File: config.mk
export PLATFORM = sky130hd
export DESIGN_NAME = debug_capture_ctrl
export DESIGN_NICKNAME = d
export VERILOG_FILES = /design/src/rtl/debug_capture_ctrl.sv
export SDC_FILE = /design/constraint.sdc
export NUM_CORES = 1
export LEC_CHECK = 0
export ABC_AREA = 1
export BUFFER_PORTS_ARGS = -buffer_cell sky130_fd_sc_hd__buf_4
export CAP_MARGIN = 20
export CORE_ASPECT_RATIO = 0.7
export CORE_UTILIZATION = 60
export DETAILED_ROUTE_END_ITERATION = 6
export GPL_TIMING_DRIVEN = 1
export PLACE_DENSITY_LB_ADDON = 0.15
export SYNTH_ARGS = -nofsm -noshare
export SYNTH_HDL_FRONTEND = slang
export SYNTH_SLANG_ARGS = --single-unit
File: constraint.sdc
create_clock -name clk -period 6.5 [get_ports clk]
set_clock_uncertainty 0.05 [all_clocks]
set_input_delay 0.975 -clock clk [delete_from_list [all_inputs] [get_ports clk]]
set_output_delay 0.975 -clock clk [all_outputs]
set_load 0.03 [all_outputs]
File: src/rtl/debug_capture_ctrl.sv
// Capture sequencer for the 4-bit change-detect debugger: timestamps trigger events into a FWFT FIFO.
// Optional DEBUG_CAPTURE_TIMEOUT_EN ends a CAPTURE session after 2**TS_W-1 trigger-free cycles.
//
// state   | meaning
// IDLE    | waiting for arm
// ARMED   | session limit latched, waiting for first trigger
// CAPTURE | timestamp running, recording events until limit
// DRAIN   | no more events, waiting for FIFO to empty
module debug_capture_ctrl #(
    parameter int DEPTH_LOG2 = 4,
    parameter int TS_W       = 12
) (
    input  logic              clk,
    input  logic              reset,
    input  logic              arm,
    input  logic              trigger,
    input  logic [3:0]        data,
    input  logic [7:0]        max_samples,
    output logic              out_valid,
    input  logic              out_ready,
    output logic [TS_W+3:0]   out_data,
    output logic              busy,
    output logic              overflow,
    output logic              done
);

    localparam int DEPTH = 1 << DEPTH_LOG2;
    localparam int PW    = DEPTH_LOG2 + 1;
    localparam int DW    = TS_W + 4;

    typedef enum logic [1:0] {IDLE, ARMED, CAPTURE, DRAIN} state_t;

    state_t          state, state_next;
    logic [8:0]      limit, count, count_next;
    logic [TS_W-1:0] ts, ts_next;
    logic [PW-1:0]   wr_ptr, rd_ptr;
    logic [DW-1:0]   mem [DEPTH];
    logic            empty, full, pop, push, drop, event_hit, arm_accept;
    logic [DW-1:0]   sample;
`ifdef DEBUG_CAPTURE_TIMEOUT_EN
    logic [TS_W-1:0] idle_cnt;
`endif

    assign empty      = (wr_ptr == rd_ptr);
    assign full       = (wr_ptr[PW-1] != rd_ptr[PW-1]) &&
                        (wr_ptr[PW-2:0] == rd_ptr[PW-2:0]);
    assign out_valid  = !empty;
    assign pop        = out_valid && out_ready;
    assign event_hit  = trigger && ((state == ARMED) || (state == CAPTURE));
    // A pop in the same cycle frees a slot, so a full FIFO still takes the event.
    assign push       = event_hit && (!full || pop);
    assign drop       = event_hit && !push;
    assign arm_accept = (state == IDLE) && arm;
    assign sample     = {((state == ARMED) ? '0 : ts), data};
    assign out_data   = empty ? '0 : mem[rd_ptr[PW-2:0]];
    assign busy       = (state != IDLE);

    always_comb begin
        state_next = state;
        count_next = count;
        ts_next    = ts;
        done       = 1'b0;
        case (state)
            IDLE: begin
                if (arm) begin
                    state_next = ARMED;
                    count_next = '0;
                    ts_next    = '0;
                end
            end
            ARMED: begin
                ts_next = '0;
                if (trigger) begin
                    // first sample took timestamp 0; counter continues from 1
                    ts_next    = TS_W'(1);
                    count_next = 9'd1;
                    state_next = (limit == 9'd1) ? DRAIN : CAPTURE;
                end
            end
            CAPTURE: begin
                ts_next = ts + TS_W'(1);
                if (trigger) begin
                    count_next = count + 9'd1;
                    if ((count + 9'd1) == limit)
                        state_next = DRAIN;
                end
`ifdef DEBUG_CAPTURE_TIMEOUT_EN
                else if (idle_cnt == '1) begin
                    state_next = DRAIN;
                end
`endif
            end
            DRAIN: begin
                if (empty) begin
                    done       = 1'b1;
                    state_next = IDLE;
                end
            end
            default: state_next = IDLE;
        endcase
    end

    always_ff @(posedge clk or posedge reset) begin
        if (reset) begin
            state    <= IDLE;
            limit    <= '0;
            count    <= '0;
            ts       <= '0;
            overflow <= 1'b0;
            wr_ptr   <= '0;
            rd_ptr   <= '0;
        end else begin
            state <= state_next;
            count <= count_next;
            ts    <= ts_next;
            if (arm_accept)
                limit <= (max_samples == 8'd0) ? 9'd256 : {1'b0, max_samples};
            if (arm_accept)
                overflow <= 1'b0;
            else if (drop)
                overflow <= 1'b1;
            if (push)
                wr_ptr <= wr_ptr + PW'(1);
            if (pop)
                rd_ptr <= rd_ptr + PW'(1);
        end
    end

    always_ff @(posedge clk) begin
        if (push)
            mem[wr_ptr[PW-2:0]] <= sample;
    end

`ifdef DEBUG_CAPTURE_TIMEOUT_EN
    always_ff @(posedge clk or posedge reset) begin
        if (reset)
            idle_cnt <= '0;
        else if ((state != CAPTURE) || trigger)
            idle_cnt <= '0;
        else
            idle_cnt <= idle_cnt + TS_W'(1);
    end
`endif

endmodule

# Yosys cells after proc, flatten, opt, wreduce, memory -nomap -nowiden
# Memory sizes are Yosys's and may differ from the RTL's.
# Index checks and enable logic that the tools add are counted.
# op_classes
addsub	4
n_reduce_logical	19
eq_ne	13
mux	23
# op_table
cell	n
9-bit two-way mux	4
12-bit one-hot mux with 3 select lines	1
9-bit one-hot mux with 3 select lines	1
12-bit two-way mux	2
16-bit two-way mux	1
12-bit by 1-bit adder with 12-bit output (second input constant)	1
5-bit by 1-bit adder with 5-bit output (second input constant)	2
2-bit two-way mux	5
9-bit by 1-bit adder with 9-bit output (second input constant)	1
9-bit by 1-bit equality test with 1-bit output (second input constant)	1
9-bit equality test	1
8-bit logical NOT	1
1-bit two-way mux	8
2-bit inequality test (second input constant)	4
2-bit one-hot mux with 4 select lines	1
1-bit logical AND	6
5-bit equality test	1
5-bit AND reduction	1
2-bit equality test (second input constant)	2
4-bit equality test	1
4-bit AND reduction	1
2-bit nonzero test	2
1-bit logical NOT	3
3-bit nonzero test	1
other kinds (6)	7
# totals
elab_cells	67
ramBits	256
memories	1
register_bits	43
# memory_table
name	words	word_bits	read_ports	rd_ports_with_merged_regs	write_ports	line_no	text
mem	16	16	1	0	1	37	logic [DW-1:0] mem [DEPTH];

# Longest topological paths before layout
# Gate-level depths: netlist of the first run.
# logic_depth
depth_word	9
depth_mapped	14
ltp_nobuf	14

# Least setup slack after synthesis of the first run
# Ideal clock, no wire load.
# synth_path
path_type	reg-to-output
from	register rd_ptr[0]
to	output port out_data[1]
path_slack_ns	3.706
path_stages_with_launch	8
path_buffers	2
t_required_ns	5.475
arrival_time_ns	1.769
cell_sequence	dfrtp_1 inv_2 buf_2 buf_2 nor2_1 o32ai_1 nand2_1 a31oi_1
# synth_via
elab_chain_len	2
word_cells_on_any_way	3
classes_between	eq/ne: 1; mux: 1; memory: 1
# synth_rtl
element	line_no	text
start, declared	36	logic [PW-1:0] wr_ptr, rd_ptr;
start signal, assigned	125	rd_ptr <= rd_ptr + PW'(1);
memory 16 x 16 bit or 5-bit equality test (tied branches)	--	
16-bit two-way mux (*)	55	assign out_data = empty ? '0 : mem[rd_ptr[PW-2:0]];
end, declared	21	output logic [TS_W+3:0] out_data,
# Every way passes the cells marked *; elsewhere a longest branch is shown, timed or not.

# Final worst setup path of the first run
# layout_path
from	register rd_ptr[0]
to	output port out_data[8]
# Same word-level chain as after synthesis.

==> results.md, run 1 <==
- Status: completed
- Synth warn: 0
- CTS tree: done
- TritonCTS Buffers: 28
- Max frequency: 207 MHz
- LEAKAGE: 4.91 nW
- Core region area: 0.0207 sq mm
- Final Instance Area: 0.0142 sq mm
- Fill count: 1,499
- IO buf count: 36
- Slew @ Worst Pin: 1.17 ns
- CP max stage delay: 0.83 ns
- Worst Setup Start Kind: flop
- Overall power: 6.34 mW
- Synth Net Count: 1,075
- Detail Route Antenna Nets: 0
- Library cells used by synthesis: 43
- Initial antenna violation count: 0
- IO Count: 37
- Cell family with most CP delay: buffers and inverters
- Post-CTS Setup Inserts: 0
- Vias in the first global route: 7,676
- Async S/R FF share, synth: 14.4%
- CTS clk-pin slew, worst paths: 0.06 ns
- Clk Tree Root Cell: clkbuf_16
- Hold_buf cts: 0
- Crit path DAT: 3.80 ns
- Post-Synthesis Cells: 1,045
- Max-cap violations: 0
- Routability cong.: 0.876
- Required time of the critical path: 5.47 ns
- Detailed Place HPWL: 17,200 microns
- Worst Path Max Fanout: 77
- Peak supply drop: 0.394 mV
- Placed Area: 0.0132 sq mm
- HP Class: flop to flop
- Clock sink total: 299
- Metal-1 WL: 13,100 microns
- Layout area overhead: 11.9%
- Gr ovfl total: 0
- H-tree Lvls: 1
- Metal2 WL: 12,800 microns
- Period utilisation layout: 74.3%
- Most frequent cells in the layout: 256 x edfxtp_1, 188 x nor2_1, 111 x nand2_1
- Top layer in use: met4
- Worst slew margin: 21.8%
- Diode count: 0
- Die height: 124 microns
- Setup-failing EPs final: 0
- Most used flip-flop cell after synthesis: edfxtp_1
- Setup crit end kind: output pin
- RSZ-0062 raised after global routing: no
- Post-Syn Area: 0.0127 sq mm
- Buf+Inv Stages, Crit Path: 3
- Rows: 44
- Largest net degree at the start of global routing: 78
- Crit-path cells: buf_4, nand2_1, a21oi_1, nand3_2, inv_1, a21oi_1, buf_4
- Post-synth EDFFs: 256
- Die ar.: 0.0217 sq mm
- CTS max path bufs: 3
- Total wire length: 29,000 microns
- Minimum clock period: 4.83 ns
- Post-cts resize count: 0
- Via-per-instance ratio: 5.95
- DRT iter0 DRCs: 1,191
- Avg Cell Area, Syn: 12.1 sq um
- FF+latch count, synth: 299
- Met3 wire length: 2560 microns
- Pre-antenna DRT Iters: 5
- Nets@finish: 1,113
- CP max-delay cell: dfrtp_4
- Die W: 176 microns
- Kind of critical path: flop to output pin
- Setup TNS: 0 ns
- Layout cells sized above 1: 12.2%
- Most common cell after layout, fill and taps aside: edfxtp_1
- Util after Layout: 68.4%
- Initial Utilization: 61.2%
- Power density cells: 448 mW/mm^2
- Overall Global Routing Usage: 27.6%
- Via Count: 8,214
- Final hold vios: 0
- WL per Instance: 21.0 microns
- Sequential fraction of the synthesis area: 69.2%
- Final Slew Violations: 0
- DR DRC count: 0
- First-pass GRT wire length: 44,300 microns
- Clock Latency Late Sink: 0.54 ns
[cell type report]
type | count | area [sq um] | area share (%)
Sequential cell | 299 | 8770 | 61.9
Tap cell | 276 | 345 | 2.44
Inverter | 68 | 256 | 1.81
Multi-Input combinational cell | 629 | 3380 | 23.9
Clock inverter | 9 | 100 | 0.707
Clock buffer | 43 | 848 | 5.99
Timing Repair Buffer | 57 | 455 | 3.22
[metrics by stage]
| stage | std cells | hold WS [ns] | setup WS (ns) |
|---|---|---|---|
| after global placement | 1325 | 0.424 | 2.26 |
| after floorplan | 1045 | 0.412 | 3.71 |
| after global routing | 1381 | 0.451 | 1.41 |
| after detailed placement | 1326 | 0.429 | 2.26 |
| after CTS | 1378 | 0.441 | 1.69 |
| final | 1381 | 0.442 | 1.67 |
[power breakdown]
part / switching (mW) / internal [mW]
logic: 1.47 / 0.696
registers: 0.217 / 2.28
clock network: 0.694 / 0.976
total: 2.39 / 3.95
[cell families (layout without fill, tap and decap cells)]
kind of cell	count (synthesis)	in the layout	share of synthesized area, %
simple gates	365	365	11.7
flops	299	299	69.2
compound gates	211	211	10.4
buf+inv	117	177	4.33
mux	26	26	2.08
xor+xnor	14	14	0.969
fa+ha+maj	13	13	1.28
[worst paths after layout]
check	startpoint	endpoint	slack (ns)	cells past startpoint
max in group asynchronous	reset	rd_ptr[0]	5.43	3
max	rd_ptr[0]	out_data[8]	1.67	7
min in group asynchronous	reset	ts[7]	0.52	3
min	wr_ptr[4]	wr_ptr[4]	0.44	1
min reg2reg	wr_ptr[4]	wr_ptr[4]	0.44	1
max reg2reg	rd_ptr[0]	mem[11][3]	2.59	8
[synthesized netlist by cell type, types with 5 or more instances]
master / instances / area share [%]
xor2_1: 12 / 0.83
mux2i_1: 24 / 1.9
inv_2: 6 / 0.18
nand3_1: 31 / 1.2
o211ai_1: 12 / 0.71
nor2_1: 203 / 6.0
edfxtp_1: 256 / 61
dfrtp_1: 43 / 8.5
inv_1: 61 / 1.8
buf_4: 6 / 0.36
o22ai_1: 11 / 0.54
a21oi_1: 26 / 1.0
clkbuf_1: 18 / 0.53
buf_6: 5 / 0.44
nand2_1: 111 / 3.3
o221ai_1: 20 / 1.4
ha_1: 13 / 1.3
o32ai_1: 28 / 1.9
buf_2: 17 / 0.67
o21ai_0: 100 / 4.0
[worst register-to-register path: stages (launching register included)]
cell and delay, ns:
dfrtp_4 0.83, clkinv_2 0.92, nand2_1 0.26, a21oi_1 0.12
nand3_1 0.11, nand2_1 0.10, inv_2 0.13, nand3_1 0.15
nor2_2 0.85
[state kept, by name, summed over array words and instances, names as in the netlist]
register  cells
rd_ptr        5
count         9
state         2
mem         256
wr_ptr        5
overflow      1
limit         9
ts           12
[routing by layer]
layer | up-vias | track usage [%]
met3 | 38 | 5.29
met5 | - | 0
li1 | 3823 | -
met1 | 3988 | 41.6
met4 | 0 | 6.79
met2 | 365 | 41.6
Power figures use the tool's default switching activity.
==> run 2: changes to the inputs <==
==> constraint.sdc (replaced) <==
create_clock -name clk -period 4.5 [get_ports clk]
set_clock_uncertainty 0.05 [all_clocks]
set_input_delay 0.675 -clock clk [delete_from_list [all_inputs] [get_ports clk]]
set_output_delay 0.675 -clock clk [all_outputs]
set_load 0.03 [all_outputs]
==> run 2 against run 1 <==
  * Combinational power is 49% higher
  * Critical path depth stayed put
  * Utilization is 0.37 points lower
  * Non-clock buffer count is 1 higher
  * Clock power up 31%
  * Count of clock-buffer cells in the layout fell by 4
  * Largest power group unchanged
  * Highest routed layer unchanged
==> results.md, run 2 (synthesis gave the netlist of run 1 again) <==
- Layout cells sized above 1: 11.8%
- Most frequent cells in the layout: 256 x edfxtp_1, 188 x nor2_1, 111 x nand2_1
- Pre-antenna DRT Iters: 5
- Setup-failing EPs final: 0
- H-tree Lvls: 1
- RSZ-0062 raised after global routing: no
- Initial Utilization: 61.2%
- Worst slew margin: 25.7%
- Die height: 124 microns
- IO buf count: 36
- CTS clk-pin slew, worst paths: 0.06 ns
- Layout area overhead: 11.3%
- Overall Global Routing Usage: 26.3%
- Max frequency: 273 MHz
- Detailed Place HPWL: 17,300 microns
- Setup TNS: 0 ns
- Post-CTS Setup Inserts: 0
- Detail Route Antenna Nets: 0
- R2R Path Start: rd_ptr[2]
- CTS max path bufs: 3
- Initial antenna violation count: 0
- Crit path DAT: 2.94 ns
- DR DRC count: 0
- Beginning of the critical path: rd_ptr[1]
- First-pass GRT wire length: 42,700 microns
- Overall power: 8.96 mW
- Util after Layout: 68.0%
- Total wire length: 27,900 microns
- TritonCTS Buffers: 28
- Most common cell after layout, fill and taps aside: edfxtp_1
- Setup crit end kind: output pin
- Peak supply drop: 0.517 mV
- Clock Latency Late Sink: 0.54 ns
- Reg2reg path depth: 7
- CTS tree: done
- Period utilisation layout: 81.4%
- Kind of critical path: flop to output pin
- Clock sink total: 299
- Via-per-instance ratio: 5.99
- Routability cong.: 0.865
- DRT iter0 DRCs: 908
- WL per Instance: 20.2 microns
- Power density cells: 636 mW/mm^2
- Largest net degree at the start of global routing: 71
- Reg2reg end: mem[6][11]
- Die W: 176 microns
- Worst Path Max Fanout: 50
- Vias in the first global route: 7,591
- Final hold vios: 0
- Rows: 44
- IO Count: 37
- Nets@finish: 1,114
- Die ar.: 0.0217 sq mm
- Status: completed
- Slew @ Worst Pin: 1.11 ns
- Minimum clock period: 3.66 ns
- Gr ovfl total: 0
- Worst reg2reg setup slack: 1.59 ns
- Core region area: 0.0207 sq mm
- Required time of the critical path: 3.77 ns
- Post-cts resize count: 0
- Diode count: 0
- Hold_buf cts: 0
- HP Class: input pin to async pin
- Via Count: 8,276
- Max-cap violations: 0
- Max FFs per register: 256
- LEAKAGE: 4.87 nW
- Clk Tree Root Cell: clkbuf_16
- Final Slew Violations: 0
- Worst Setup Start Kind: flop
==> run 2: changes by cell type in the layout (fill, tap and decap cells not counted), sizes merged <==
cell      delta
clkbuf       -6
inv          +1
buf          +3
clkinv       +6
clkinvlp     -1
bufinv       -2
==> run 2: stage by stage <==
stage	cell area (sq um)	hold slack (ns)	cells	worst slack [ns]
after floorplan	12700	0.412	1045	2.01
after global placement	13200	0.425	1325	1.47
after detailed placement	13200	0.430	1325	1.44
after CTS	14000	0.239	1377	0.860
after global routing	14100	0.271	1382	0.726
final	14100	0.217	1382	0.835
==> run 2: layer usage <==
metal | track usage [%] | share of wire, % | vias up
li1 | - | - | 3831
met1 | 40.2 | 47 | 4089
met2 | 39.7 | 44 | 306
met3 | 4.43 | 7.0 | 50
met4 | 6.14 | 2.2 | 0
met5 | 0 | 0 | -
==> run 2: cell type report <==
cell class	count	area, sq um
Inverter	68	256
Clock inverter	13	65.1
Multi-Input combinational cell	629	3380
Timing Repair Buffer	58	478
Tap cell	276	345
Clock buffer	39	783
Sequential cell	299	8770
Fill cell	1512	6620
==> run 2: worst max-delay path, cell delays in order (launching register included) <==
cell     delay (ns)
dfrtp_4        0.76
buf_4          0.43
o21ai_0        0.14
o21ai_0        0.32
a22o_1         0.20
inv_1          0.04
a21oi_1        0.25
buf_4          0.23
==> run 2: worst max-delay path by stage <==
stage | endpoint | cells past startpoint
6_report | out_data[8] | 7
5_1_grt | out_data[6] | 6
4_1_cts | out_data[8] | 7
3_5_place_dp | out_data[8] | 7
3_3_place_gp | out_data[8] | 7
2_1_floorplan | out_data[1] | 7
==> run 2: where the power goes <==
group / internal, mW / switching [mW]
clock: 1.21 / 0.982
combinational: 1.03 / 2.20
sequential: 3.30 / 0.237
